--- src/rtl/imem_loader_pkg.sv ---
// Shared types and constants for the instruction-memory boot loader.
//   loader_state_e : loader FSM states
//   WORD_BYTES     : bytes per instruction word
//   LEN_BYTES      : bytes in the length prefix
package imem_loader_pkg;

    typedef enum logic [2:0] {
        IDLE,
        LEN_LO,
        LEN_HI,
        DATA,
        CSUM,
        DONE
    } loader_state_e;

    localparam int WORD_BYTES = 4;
    localparam int LEN_BYTES  = 2;

endpackage

--- src/rtl/imem_loader_byte_to_word.sv ---
// Little-endian byte-to-word assembler.
// Ports:
//   clk, reset_n   : clock, async active-low reset
//   rx_byte        : incoming byte
//   accept         : rx_byte is taken this cycle
//   clear          : drop any partial word (start of a new load)
//   asm_word       : assembled word, valid in the cycle word_done is high
//   word_done      : combinational pulse, high when the 4th byte is accepted
module byte_to_word
    import imem_loader_pkg::*;
(
    input  logic        clk,
    input  logic        reset_n,
    input  logic [7:0]  rx_byte,
    input  logic        accept,
    input  logic        clear,
    output logic [31:0] asm_word,
    output logic        word_done
);

    logic [1:0]  cnt;
    logic [23:0] shreg;

    always_ff @(posedge clk or negedge reset_n) begin
        if (!reset_n) begin
            cnt   <= '0;
            shreg <= '0;
        end else if (clear) begin
            cnt   <= '0;
            shreg <= '0;
        end else if (accept) begin
            cnt   <= cnt + 2'd1;
            shreg <= {rx_byte, shreg[23:8]};
        end
    end

    // The final byte bypasses the shift register so the complete word is
    // available in the same cycle it arrives; the top registers it.
    assign asm_word  = {rx_byte, shreg};
    assign word_done = accept && (cnt == 2'(WORD_BYTES - 1));

endmodule

--- src/rtl/imem_loader.sv ---
// Boot-time instruction memory loader.
// Accepts LEN_LO, LEN_HI (word count N) then 4*N bytes, and writes
// little-endian words to consecutive word-aligned addresses from 0.
// Optional macro IMEM_LOADER_CHECKSUM_EN adds a trailing XOR checksum byte.
// Ports:
//   clk, reset_n          : clock, async active-low reset
//   start                 : begin a load (ignored while busy)
//   rx_data/valid/ready   : byte stream handshake
//   mem_we/waddr/wdata    : instruction memory write port (registered)
//   busy, done, err       : status (done/err sticky until next start)
//   cpu_hold              : holds the core in reset
//
// state  | meaning
// IDLE   | after reset, no load yet
// LEN_LO | waiting for low length byte
// LEN_HI | waiting for high length byte, length checked here
// DATA   | receiving data bytes; exits once all words are written
// CSUM   | waiting for checksum byte (checksum build only)
// DONE   | load finished (check err)
module imem_loader
    import imem_loader_pkg::*;
#(
    parameter int DEPTH = 256
) (
    input  logic        clk,
    input  logic        reset_n,
    input  logic        start,
    input  logic [7:0]  rx_data,
    input  logic        rx_valid,
    output logic        rx_ready,
    output logic        mem_we,
    output logic [31:0] mem_waddr,
    output logic [31:0] mem_wdata,
    output logic        busy,
    output logic        done,
    output logic        err,
    output logic        cpu_hold
);

    localparam int IDX_W = $clog2(DEPTH);

    loader_state_e    state, state_nx;
    logic [7:0]       len_lo;
    logic [15:0]      words_left;
    logic [IDX_W-1:0] index;
    logic             accept;
    logic             start_ok;
    logic [15:0]      len_word;
    logic             len_over;
    logic [31:0]      asm_word;
    logic             word_done;
`ifdef IMEM_LOADER_CHECKSUM_EN
    logic [7:0]       csum;
`endif

    assign accept   = rx_valid && rx_ready;
    assign start_ok = start && ((state == IDLE) || (state == DONE));
    assign len_word = {rx_data, len_lo};
    assign len_over = len_word > 16'(DEPTH);

    byte_to_word u_b2w (
        .clk       (clk),
        .reset_n   (reset_n),
        .rx_byte   (rx_data),
        .accept    (accept && (state == DATA)),
        .clear     (start_ok),
        .asm_word  (asm_word),
        .word_done (word_done)
    );

    always_comb begin
        state_nx = state;
        rx_ready = 1'b0;
        case (state)
            IDLE, DONE: begin
                if (start) state_nx = LEN_LO;
            end
            LEN_LO: begin
                rx_ready = 1'b1;
                if (rx_valid) state_nx = LEN_HI;
            end
            LEN_HI: begin
                rx_ready = 1'b1;
                if (rx_valid) state_nx = DATA;
            end
            DATA: begin
                // words_left drops as the last byte arrives, so reaching zero
                // here coincides with the final write cycle (or an empty/bad
                // length), and the exit lands one cycle later.
                rx_ready = (words_left != 16'd0) && !mem_we;
                if (words_left == 16'd0) begin
`ifdef IMEM_LOADER_CHECKSUM_EN
                    state_nx = err ? DONE : CSUM;
`else
                    state_nx = DONE;
`endif
                end
            end
`ifdef IMEM_LOADER_CHECKSUM_EN
            CSUM: begin
                rx_ready = 1'b1;
                if (rx_valid) state_nx = DONE;
            end
`endif
            default: state_nx = IDLE;
        endcase
    end

    always_ff @(posedge clk or negedge reset_n) begin
        if (!reset_n) begin
            state      <= IDLE;
            len_lo     <= '0;
            words_left <= '0;
            index      <= '0;
            err        <= 1'b0;
            mem_we     <= 1'b0;
            mem_waddr  <= '0;
            mem_wdata  <= '0;
`ifdef IMEM_LOADER_CHECKSUM_EN
            csum       <= '0;
`endif
        end else begin
            state  <= state_nx;
            mem_we <= word_done;
            if (start_ok) begin
                err        <= 1'b0;
                index      <= '0;
                words_left <= '0;
`ifdef IMEM_LOADER_CHECKSUM_EN
                csum       <= '0;
`endif
            end
            if (accept && (state == LEN_LO)) len_lo <= rx_data;
            if (accept && (state == LEN_HI)) begin
                if (len_over) begin
                    err        <= 1'b1;
                    words_left <= '0;
                end else begin
                    words_left <= len_word;
                end
            end
            if (word_done) begin
                mem_waddr  <= {{(30 - IDX_W){1'b0}}, index, 2'b00};
                mem_wdata  <= asm_word;
                index      <= index + 1'b1;
                words_left <= words_left - 16'd1;
            end
`ifdef IMEM_LOADER_CHECKSUM_EN
            if (accept && (state == DATA)) csum <= csum ^ rx_data;
            if (accept && (state == CSUM) && (rx_data != csum)) err <= 1'b1;
`endif
        end
    end

    assign done     = (state == DONE);
    assign busy     = (state != IDLE) && (state != DONE);
    assign cpu_hold = !((state == DONE) && !err);

endmodule

--- config.mk ---
export PLATFORM = sky130hd
export DESIGN_NAME = imem_loader
export DESIGN_NICKNAME = d
export VERILOG_FILES = /design/src/rtl/imem_loader_pkg.sv /design/src/rtl/imem_loader_byte_to_word.sv /design/src/rtl/imem_loader.sv
export SDC_FILE = /design/constraint.sdc
export NUM_CORES = 1
export LEC_CHECK = 0
export ABC_AREA = 1
export ABC_CLOCK_PERIOD_IN_PS = 2000
export CORE_MARGIN = 8
export CORE_UTILIZATION = 54
export DETAILED_ROUTE_END_ITERATION = 6
export PLACE_DENSITY_LB_ADDON = 0.25
export SLEW_MARGIN = 20
export SYNTH_ARGS = -nofsm -noshare
export SYNTH_HDL_FRONTEND = slang
export SYNTH_SLANG_ARGS = --single-unit
--- constraint.sdc ---
create_clock -name clk -period 2 [get_ports clk]
set_input_delay 0.5 -clock clk [delete_from_list [all_inputs] [get_ports clk]]
set_output_delay 0.5 -clock clk [all_outputs]
set_load 0.1 [all_outputs]
; Word-level counts from Yosys, hierarchy flattened
; Index checks and enable logic that the tools add are counted.
[word_totals]
regBits = 103
inputBits = 12
output_inout_bits = 70
word_cells = 66
[op_classes]
add_sub_neg = 3
magnitude_cmp = 1
n_eq_ne = 10
muxes = 19
n_reduce_logical = 23
[op_table]
columns = op, n
row1 = 16-bit 2-to-1 mux, 4
row2 = 24-bit 2-to-1 mux, 2
row3 = "16-bit by 9-bit > comparator with 1-bit output, second input constant", 1
row4 = 16-bit zero test, 1
row5 = 8-bit 2-to-1 mux, 2
row6 = 16-bit nonzero test, 1
row7 = "16-bit by 1-bit subtractor with 16-bit output, second input constant", 1
row8 = 3-bit 2-to-1 mux, 4
row9 = 3-bit case mux with 4 select lines, 1
row10 = 1-bit logical AND, 9
row11 = "8-bit by 1-bit adder with 8-bit output, second input constant", 1
row12 = "3-bit by 2-bit == test with 1-bit output, second input constant", 2
row13 = "2-bit inequality test, second input constant", 3
row14 = 3-bit nonzero test, 2
row15 = 2-bit 2-to-1 mux, 2
row16 = 4-bit AND reduction, 1
row17 = 2-bit nonzero test, 2
row18 = 2-bit OR reduction, 2
row19 = "3-bit by 1-bit == test with 1-bit output, second input constant", 1
row20 = "3-bit == test, second input constant", 1
row21 = 1-bit zero test, 3
row22 = 3-bit zero test, 1
row23 = 1-bit 2-to-1 mux, 3
row24 = "3-bit inequality test, second input constant", 1
row25 = other kinds (5), 5

; Depth between registers and ports, before layout
[logic_depth]
word_depth = 7
depth_mapped = 13

; Cells and area by module
; From an unflattened synthesis, not the netlist that was laid out.
[unflattened]
cells_unflattened = 626
hier_area_um2 = 5163.7
[by_module_without_submodules]
columns = mod, instances, cells_each, area_per_inst_um2, seq_area_each_um2
row1 = imem_loader, 1, 501, 3898.7, 1926.8
row2 = byte_to_word, 1, 125, 1265.0, 650.6

; Worst setup path after synthesis
; Ideal clock, no wire load.
[synth_path]
kind = register to output
startpoint = reg state[0]
endpoint = out cpu_hold
arrival_ps = 3990
setup_slack_ps = -2490
stages_incl_launch_ff = 4
path_buffers = 0
path_cell_list = dfrtp_1 > inv_1 > nor3_1 > nand2_1
[synth_via]
elab_chain_len = 3
[synth_lines]
columns = item, line_no
row1 = from (decl), imem_loader.sv:42  ; loader_state_e state, state_nx;
row2 = from (signal assigned), imem_loader.sv:123  ; state <= state_nx;
row3 = 3-bit == test, -
row4 = via done, imem_loader.sv:35  ; output logic done,
row5 = 1-bit logical AND, imem_loader.sv:157  ; assign cpu_hold = !((state == DONE) && !err);
row6 = 1-bit zero test, imem_loader.sv:157
row7 = to (decl), imem_loader.sv:37  ; output logic cpu_hold
; The timed path passes the listed nets, and every way through them passes these cells.

; Final worst setup path
[layout_path]
startpoint = reg words_left[1]
endpoint = out rx_ready
[layout_via]
elab_chain_len = 3
[layout_lines]
columns = item, line_no
row1 = from (decl), imem_loader.sv:44  ; logic [15:0] words_left;
row2 = from (signal assigned), imem_loader.sv:139  ; words_left <= len_word;
row3 = from (signal assigned), imem_loader.sv:146  ; words_left <= words_left - 16'd1;
row4 = 16-bit nonzero test, imem_loader.sv:90  ; rx_ready = (words_left != 16'd0) && !mem_we;
row5 = 1-bit logical AND, imem_loader.sv:90
row6 = 1-bit case mux with 2 select lines, imem_loader.sv:74  ; case (state)
row7 = to (decl), imem_loader.sv:30  ; output logic rx_ready,
; No other way between the ends.

==> impl_results.md <==
* Worst path cell trace: inv_2 > ha_4 > nand2_2 > nor2_2 > nand2_2 > nand3_4 > nand2_4 > buf_12
* Synth Area per Inst at ~8.7 µm²
* Die ar. at 0.0126 mm²
* MaxCap Viol Count at 0
* Power consumption at approximately 6.4 mW
* Row cnt at 35
* Die width at between 100 and 150 µm
* Setup slack after layout at -0.0392 ns
* FF-to-FF setup slack at 0.11 ns
* DRC Markers at 0
* Critical path class: reg2out
* CTS tree: done
* 1st-pass router iterations at 5
* Hold crit path type: in2async
* Area of the core at 0.00911 mm²
* Final worst-path cycle share at 1.02
* Max Fanout on Critical Path at 3
* Register bit total from synthesis at 103
* Initial DRC count at 227
* Detailed placement HPWL at 7990 µm
* CTS max path bufs at 2
* Root buffer cell: clkbuf_8
* Arr. time, crit path at ~1.5 ns
* Synth cell types at 34
* Fillers at 670
* Final Hold Viols at 0
* Final WL at 11600 µm
* FF-to-FF Start: state[0]
* Post-layout min period at 2.04 ns
* Register area at about 0.0026 mm²
* WP data required at 1.50 ns
* Footprint of the multi-input gates at 0.00205 mm²
* Cell family with most CP delay: flip-flops
* Sinks on the clock net at 103
* Post-DRT Antenna Nets at 0
* Syn-to-layout area delta at 32.5%
* Critical path depth at 8
* Mapped Cells at between 500 and 600
* Synth Warn # at 0
* Critical Path End: rx_ready
* Status: complete, but fails checks
* VDD IR-drop max at 0.618 mV
* Unrepaired setup endpoints after global routing: yes
* # diodes at 0
* Fin Clk Skew at between 0.015 and 0.02 ns
* CTS clk-pin slew, worst paths at 0.09 ns
* Worst-skew pair later-pin latency at 0.37 ns
* Max Fclk at 490 MHz
* Final nets at 682
* Vias in the first global route at 4201
* Initial antenna violation count at 0
* Cells on worst reg2reg path at 9
* Layout cells sized above 1 at 0.246
* Post-Syn Area at 0.00501 mm²
* H-tree Lvls at 3
* Pwr dens at 968 mW/mm²
* CP Launch Type: flip-flop
* CTS buffer count at 9
* Final setup viols at 2
* Final Wtd Congestion at 0.822
* Die Y at 112 µm
* Util after Layout at 0.728
* Most used cell, CP: nand2_2
* Initial core utilization at 0.550
* Failing checks: negative setup slack
* Number of buffers added on ports at 57
* Vias at 4143
* Global-route wire length before repair at slightly below 20000 µm
* Largest net degree at the start of global routing at 35
* Register area share after synthesis at 0.515
* Reg2reg end: u_b2w.shreg[15]
* Crit end category: primary output
* Critical path buffers and inverters at 2
* CP peak stage delay at 0.42 ns
* Total GRT Usage at 0.190
* Avg WL per Cell at approximately 15 µm
* CP max stage cell: dfrtp_1
* IO Pins at 82
* Hold_ws at 0.0818 ns
* Worst slack at placement at 0.0288 ns
* Leak pwr at 3.32 nW
* GRT overflow at 0
* Pins Over Slew Limit at 0
* Critical path origin: words_left[1]
* Post-DR vias/cell at around 5.3
[synth_stat cells]
| master | instances | area, µm² |
|---|---|---|
| dfrtp_1 | 103 | 2580 |
| buf_6 | 6 | 67.6 |
| nand3b_1 | 3 | 22.5 |
| ha_1 | 3 | 37.5 |
| nor2_1 | 27 | 101 |
| a211oi_1 | 1 | 7.51 |
| a21oi_1 | 1 | 5.00 |
| nand3_1 | 50 | 250 |
| nand2_2 | 4 | 25.0 |
| clkinv_1 | 1 | 3.75 |
| o21ai_1 | 41 | 205 |
| buf_1 | 1 | 3.75 |
| inv_2 | 4 | 15.0 |
| nand2_1 | 160 | 601 |
| clkbuf_1 | 4 | 15.0 |
| o21ai_2 | 5 | 43.8 |
| nand4_1 | 14 | 87.6 |
| nand2_4 | 1 | 11.3 |
| nor2_4 | 2 | 22.5 |
| nand4_4 | 1 | 21.3 |
| buf_2 | 8 | 40.0 |
| o21ai_0 | 23 | 115 |
| nand3_2 | 10 | 100 |
| o22ai_1 | 1 | 6.26 |
| buf_4 | 29 | 218 |
| conb_1 | 1 | 3.75 |
| xor2_1 | 10 | 87.6 |
| a21oi_4 | 1 | 16.3 |
| nor3_1 | 4 | 20.0 |
| nand3_4 | 1 | 17.5 |
| xnor2_1 | 7 | 61.3 |
| inv_4 | 1 | 6.26 |
| inv_1 | 48 | 180 |
| nor3_2 | 1 | 10.0 |
[state kept, by name (all words and copies together) (netlist names)]
register     cells
len_lo           8
u_b2w.shreg     24
index            8
mem_we           1
u_b2w.cnt        2
state            3
err              1
mem_wdata       32
mem_waddr        8
words_left      16
[cells by family after synthesis]
| family | synth area share |
|---|---|
| AND/OR/NAND/NOR | 0.258 |
| flip-flops | 0.515 |
| buffers and inverters | 0.110 |
| AO/OA/AOI/OAI | 0.0797 |
| XOR/XNOR | 0.0297 |
| adder cells (fa/ha/maj) | 0.00750 |
| other | 0.000749 |
[metrics by stage]
step	cell area, µm²	setup TNS (ns)	instances
after floorplan	5120	-0.192	600
after global placement	6160	0	741
after detailed placement	6160	0	741
after CTS	6570	-0.0388	781
after global routing	6630	-0.313	783
final	6630	-0.0557	783
[layout make-up]
| class | instances | share of cell area |
|---|---|---|
| Multi-Input combinational cell | 395 | 0.310 |
| Inverter | 54 | 0.0321 |
| Clock buffer | 10 | 0.0208 |
| Sequential cell | 103 | 0.390 |
| Clock inverter | 6 | 0.00755 |
| Timing Repair Buffer | 104 | 0.219 |
| Tap cell | 111 | 0.0209 |
[where the power goes]
part	leakage (nW)	internal (mW)	switching (mW)	total, mW
clock	0.0952	0.505	0.734	1.24
sequential	1.41	2.37	0.200	2.57
combinational	1.81	0.834	1.78	2.61
[metal layers]
metal,wire length (µm),up-vias,GRT usage
li1,-,1986,-
met1,4900,2004,0.226
met2,5800,128,0.325
met3,654,25,0.0483
met4,231,0,0.0701
met5,0,-,0
[worst register-to-register path: stages, from the launching register on]
cell,delay [ns]
dfrtp_2,0.46
buf_4,0.15
a21oi_2,0.20
nor3_4,0.07
buf_4,0.14
buf_4,0.13
nand2_2,0.19
buf_6,0.19
nand2_1,0.08
o21ai_0,0.21
[placed cells by master (no fill, tap or decap), types with 2 or more instances in the layout]
cell type,instances
nand3b_1,3
dfrtp_2,5
buf_12,51
dfrtp_1,98
conb_1,24
nand2_4,4
inv_2,6
o21ai_2,5
o21ai_0,21
nor3_1,3
nor2_1,22
nor2_4,2
nand2_2,5
nand2_1,156
nand4_1,14
buf_4,40
nand3_1,48
nor2_2,5
ha_1,2
nand3_2,11
clkbuf_8,10
nor3_4,2
o21ai_1,43
xor2_1,10
clkdlybuf4s50_1,10
inv_1,43
xnor2_1,7
nand3_4,2
inv_4,4
buf_6,3
inv_6,2
[worst min path at each step]
| stage | from | endpoint | slack (ns) | cells past startpoint |
|---|---|---|---|---|
| 2_1_floorplan | reset_n | err | 0.20 | 0 |
| 4_1_cts | reset_n | words_left[15] | 0.09 | 1 |
| 6_report | reset_n | words_left[15] | 0.08 | 1 |
| 3_5_place_dp | u_b2w.shreg[21] | mem_wdata[21] | 0.46 | 2 |
| 3_3_place_gp | u_b2w.shreg[21] | mem_wdata[21] | 0.45 | 2 |
| 5_1_grt | reset_n | words_left[15] | 0.10 | 1 |
[what timing repair did]
item | 4_1_cts | 5_1_grt
buffers inserted | 24 | 2
endpoints found under the setup margin | 2 | 15
hold buffers | 0 | 0
gates resized for setup | 16 | 18
pin swaps | 5 | 5
No activity file was read; power rests on OpenSTA's default activity.
==> edit 1: new RTL, same settings <==
Encoding of `loader_state_e`: now one-hot (6 bits for 6 states).
--- a/src/rtl/imem_loader_pkg.sv
+++ b/src/rtl/imem_loader_pkg.sv
@@ -6,9 +6,9 @@
 
-    typedef enum logic [2:0] {
-        IDLE,
-        LEN_LO,
-        LEN_HI,
-        DATA,
-        CSUM,
-        DONE
+    typedef enum logic [5:0] {
+        IDLE   = 6'b000001,
+        LEN_LO = 6'b000010,
+        LEN_HI = 6'b000100,
+        DATA   = 6'b001000,
+        CSUM   = 6'b010000,
+        DONE   = 6'b100000
     } loader_state_e;
Formal check against the unedited RTL: no difference found for any inputs over 10 cycles, from zero or initial values and one cycle with reset_n low; not proved beyond that.
==> edit 1 against the original RTL <==
The flow still finishes with violations (setup timing); cell area up 2.4%; worst setup slack worse by 0.066 ns; register-to-register slack worse by 0.16 ns; non-clock buffer count up 3; critical path depth down 2; wire length up 8.1%; area after synthesis up 1.8%; die area up 1.6%; total power down 15%; largest cell class unchanged; sequential cell count up 2.
==> edit 1: results (changes against the original RTL) <==
** Setup path
- The number of cells on the worst reg-to-reg path came to 10 (+1).
- Critical path arrival :: 1.60 ns (+0.06 ns)
- The maximum net fanout on the critical path is 4 (+1).
- The endpoint identified for the worst register-to-register timing path is len_lo[4]$_DFFE_PN0P_.
- The worst register-to-register path begins at state[0]$_DFFE_PN1P_.
- Max incr delay on CP :: 0.44 ns (+0.02 ns)
- Startpoint of the worst setup timing path :: state[5]$_DFFE_PN0P_

** Synth
- Synthesized netlist cell count :: 586 (+1.6%)
- By count the netlist is led by 149 x nand2_1, 104 x dfrtp_1, 61 x nand3_1, 53 x inv_1, 38 x o21ai_0.
- The share of synthesized area occupied by flip-flops and latches is 51.6% (+0.071 points).
- Biggest area contributors in the synthesized netlist :: dfrtp_1 51%, nand2_1 11%, nand3_1 6.0%, buf_4 4.1%, inv_1 3.9%

** STA
- The final critical-path setup slack is -0.105 ns (-0.0657 ns).
- The count of endpoints failing setup in the final report is 12 (+10).
- The final total negative setup slack came to -0.522 ns (-0.466 ns).

** Global route
- The global-route met3 utilization came to 5.59% (+0.76 points).
- Total track usage :: 19.7% (+0.69 points)
- Maximum number of pins on one net before global-route repair :: 65 (+86%)
- Met2 capacity usage during global routing :: 33.7% (+1.2 points)
- The global routing met1 resource utilization came to 23.7% (+1.1 points).

** Status
- Failing checks :: setup timing
- Status :: finished with violations

** Routing
- The number of DRC markers after the initial detailed-route iteration came to 303 (+33%).

** Cells and area
- Fin util :: 73.9% (+1.0 points)
- Total number of nets in the final design :: 696 (+2.1%)
- The fraction of layout cells with a size suffix above 1 was 23.3% (-1.2 points).

** Power and ir drop
- The total leakage power was 3.39 nW (+2.3%).
- The peak supply drop is 0.000638 V (+3.2%).

** Placement
- Placed inst area :: 6350 um2 (+3.0%)
- The placed wire-length estimate after detailed placement is 8520 um (+6.7%).
[edit 1: cell count changes after synthesis, moves of 4 or more]
cell / change
nor2_1: +4
o21ai_1: -10
o21ai_2: -4
o21ai_0: +15
nand3_2: -7
nand2_1: -11
inv_1: +5
nand3_1: +11
[edit 1: cells by family (layout without fill, tap and decap cells)]
| group | count (synthesis) | count (layout) | synth area share, % |
|---|---|---|---|
| simple gates | 278 | 278 | 25.8 |
| buf+inv | 106 | 182 | 10.9 |
| flops | 105 | 105 | 51.6 |
| compound gates | 74 | 75 | 7.68 |
| xor+xnor | 19 | 19 | 3.26 |
| fa+ha+maj | 3 | 3 | 0.736 |
| other cells | 1 | 24 | 0.0735 |
[edit 1: layout make-up]
| cell class | count | area (um2) |
|---|---|---|
| multi-input combinational | 399 | 2130 |
| sequential | 105 | 2640 |
| fill | 661 | 2400 |
| clock buffer | 11 | 131 |
| inverter | 59 | 231 |
| timing repair buffer | 107 | 1490 |
| clock inverter | 5 | 38.8 |
| tap | 111 | 139 |
[edit 1: power breakdown]
part	total, W	internal, W	switching [W]
clock	0.00121	0.000464	0.000742
combinational	0.00188	0.000566	0.00131
sequential	0.00238	0.00225	0.000128
[edit 1: worst max-delay path: cells and delay by family, from the launching register on]
| kind | cells | cell delay (ns) |
|---|---|---|
| and+or+nand+nor | 4 | 0.47 |
| buffers and inverters | 2 | 0.32 |
| DFF | 1 | 0.44 |
[edit 1: timing repair]
action                                  in CTS  in global routing
buffers inserted                            22                  0
hold endpoints to repair                     0                  0
endpoints found under the setup margin       6                 36
gates cloned                                 0                  1
pin swaps                                   12                  4
resized for setup                           18                 17
[edit 1: routing by layer]
metal / vias to the layer above / wire (um)
met4: 0 / 208
met1: 2079 / 5240
met3: 17 / 857
met2: 140 / 6220
met5: - / 0
li1: 2023 / -
==> edit 2: new RTL, same flow settings <==
Without the edit above. Build with the macro `IMEM_LOADER_CHECKSUM_EN` defined.
--- a/src/rtl/imem_loader.sv
+++ b/src/rtl/imem_loader.sv
@@ -19,2 +19,4 @@
 // DONE   | load finished (check err)
+`define IMEM_LOADER_CHECKSUM_EN
+
 module imem_loader
Behaviour: not the same (Yosys sat finds a counterexample within 10 cycles, from zero or initial values and one cycle with reset_n low).
==> edit 2 against the original RTL <==
The run still ends with setup timing left; sequential share of layout area fell by 0.16 points; utilization rose by 1.6 points; largest power group unchanged; via count rose by 10%; area after synthesis rose by 5.5%; clock skew fell by 0.0062 ns; critical endpoint unchanged; worst setup slack got worse by 0.094 ns; sequential cell count rose by 8; wire length rose by 15%; cell area rose by 8.2%; final cell count rose by 8.7%; total power rose by 7.9%; register-to-register slack got worse by 0.18 ns.
==> edit 2: results (changes against the original RTL) <==
** Global route
- Maximum number of pins on one net before global-route repair :: 66 (+89%)
- Total track usage :: 19.0% (-0.032 points)
- The number of global-route vias before repair came to 4279 (+1.9%).
- Wire length of the first global-routing pass :: 20300 um (+2.8%)

** Min path
- Kind of path behind the tightest hold check :: flip-flop to flip-flop

** STA
- Final setup violating endpoints :: 34 (+32)
- The worst clock skew is 0.00913 ns (-0.00617 ns).
- The final critical-path setup slack came to -0.133 ns (-0.0940 ns).

** Placement
- Placed inst area :: 6430 um2 (+4.4%)
- HPWL after detailed placement :: 8450 um (+5.8%)
- Final GP Congestion :: 0.885 (+7.7%)

** Routing
- Vias/cell :: 5.37 (+1.5%)
- The routed length on met2 was 6710 um (+16%).
- The total wirelength of the detailed-routed design came to 13400 um (+15%).
- The number of DRC markers after the initial detailed-route iteration is 307 (+35%).
- Signal routing reaches up to met4.
- Total met3 wirelength after detailed routing :: 817 um (+25%)

** Synth
- The post-synthesis cell type count is 30 (-12%).
- Synthesized-area fraction occupied by adder cells :: 0.710% (-0.039 points)
- Biggest area contributors in the synthesized netlist :: dfrtp_1 53%, nand2_1 9.9%, nand3_1 6.9%, o21ai_0 4.2%, inv_1 4.0%
- Compound-cell area share of the yosys netlist :: 8.34% (+0.36 points)
- The area share of xor/xnor cells in the synthesized design was 4.31% (+1.3 points).
- In the synthesized netlist, the cells that appear most often are 140 x nand2_1, 111 x dfrtp_1, 73 x nand3_1, 56 x inv_1, 44 x o21ai_0.
- The share of synthesized area occupied by flip-flops and latches came to 52.6% (+1.1 points).

** Cells and area
- The total of fill cells in the finished design came to 673 (+0.45%).
- The fraction of layout cells with a size suffix above 1 was 25.3% (+0.79 points).
- Total number of nets in the final design :: 729 (+6.9%)

** Setup path
- The startpoint identified for the worst register-to-register timing path is state[2]$_DFFE_PN0P_.
- In this run the worst setup path begins at state[2]$_DFFE_PN0P_.
- The maximum net fanout on the critical path came to 6 (+3).
- Critical path arrival :: 1.63 ns (+0.09 ns)
- Cell family with the largest share of critical-path delay :: simple AND/OR/NAND/NOR gates
- Max incr delay on CP :: 0.44 ns (+0.02 ns)
- Worst r2r path cells :: 13 (+4)

** Power and ir drop
- Maximum vdd ir drop :: 0.000590 V (-4.5%)
- Leakage Power :: 3.55 nW (+6.9%)

** Status
- The run finished, with violations left.
- Failing checks :: setup timing
## edit 2: final cells by class
cell class | instances | area (um2) | area share, %
inverter | 64 | 248 | 3.45
clock inverter | 6 | 52.6 | 0.732
tap | 133 | 166 | 2.32
sequential | 111 | 2780 | 38.8
clock buffer | 9 | 124 | 1.73
multi-input combinational | 415 | 2250 | 31.3
timing repair buffer | 113 | 1550 | 21.6
## edit 2: path summary, 6_finish.rpt
check	to	slack, ns
max	rx_ready	-0.13
min	mem_wdata[0]$_DFFE_PN0P_	0.49
max reg2reg	u_b2w.shreg[18]$_DFFE_PN0P_	-0.07
min reg2reg	mem_wdata[0]$_DFFE_PN0P_	0.49
max in group asynchronous	err$_DFF_PN0_	0.79
min in group asynchronous	mem_waddr[9]$_DFFE_PN0P_	0.53
## edit 2: where the power goes
part	internal, W	leakage [nW]	switching [W]
logic	0.000922	1.94	0.00192
clock network	0.000472	0.0899	0.000801
registers	0.00256	1.52	0.000258
total	0.00395	3.55	0.00298
## edit 2: stage by stage
stage               setup TNS, ns  util (%)  setup WS [ns]  hold WS [ns]  instances
floorplan                       0         -         0.0623         0.204        641
global placement                0      66.7         0.0519         0.402        801
detailed placement      -0.000687      66.7      -0.000687         0.405        801
CTS                        -0.681      70.5        -0.0712         0.488        834
global route                -4.45      74.4         -0.188         0.509        851
finish                      -1.27      74.4         -0.133         0.489        851
## edit 2: layer usage
layer	GRT usage, %	vias to the layer above
met4	8.93	0
met2	30.6	169
met3	3.62	28
met5	0	-
li1	-	2139
met1	24.1	2233
## edit 2: timing repair
action	in CTS	in global routing
pin swaps	6	8
resized for setup	17	61
endpoints found under the hold margin	15	0
setup buffers	17	13
setup endpoints to repair	11	96
hold buffers	1	0
cloned	0	4
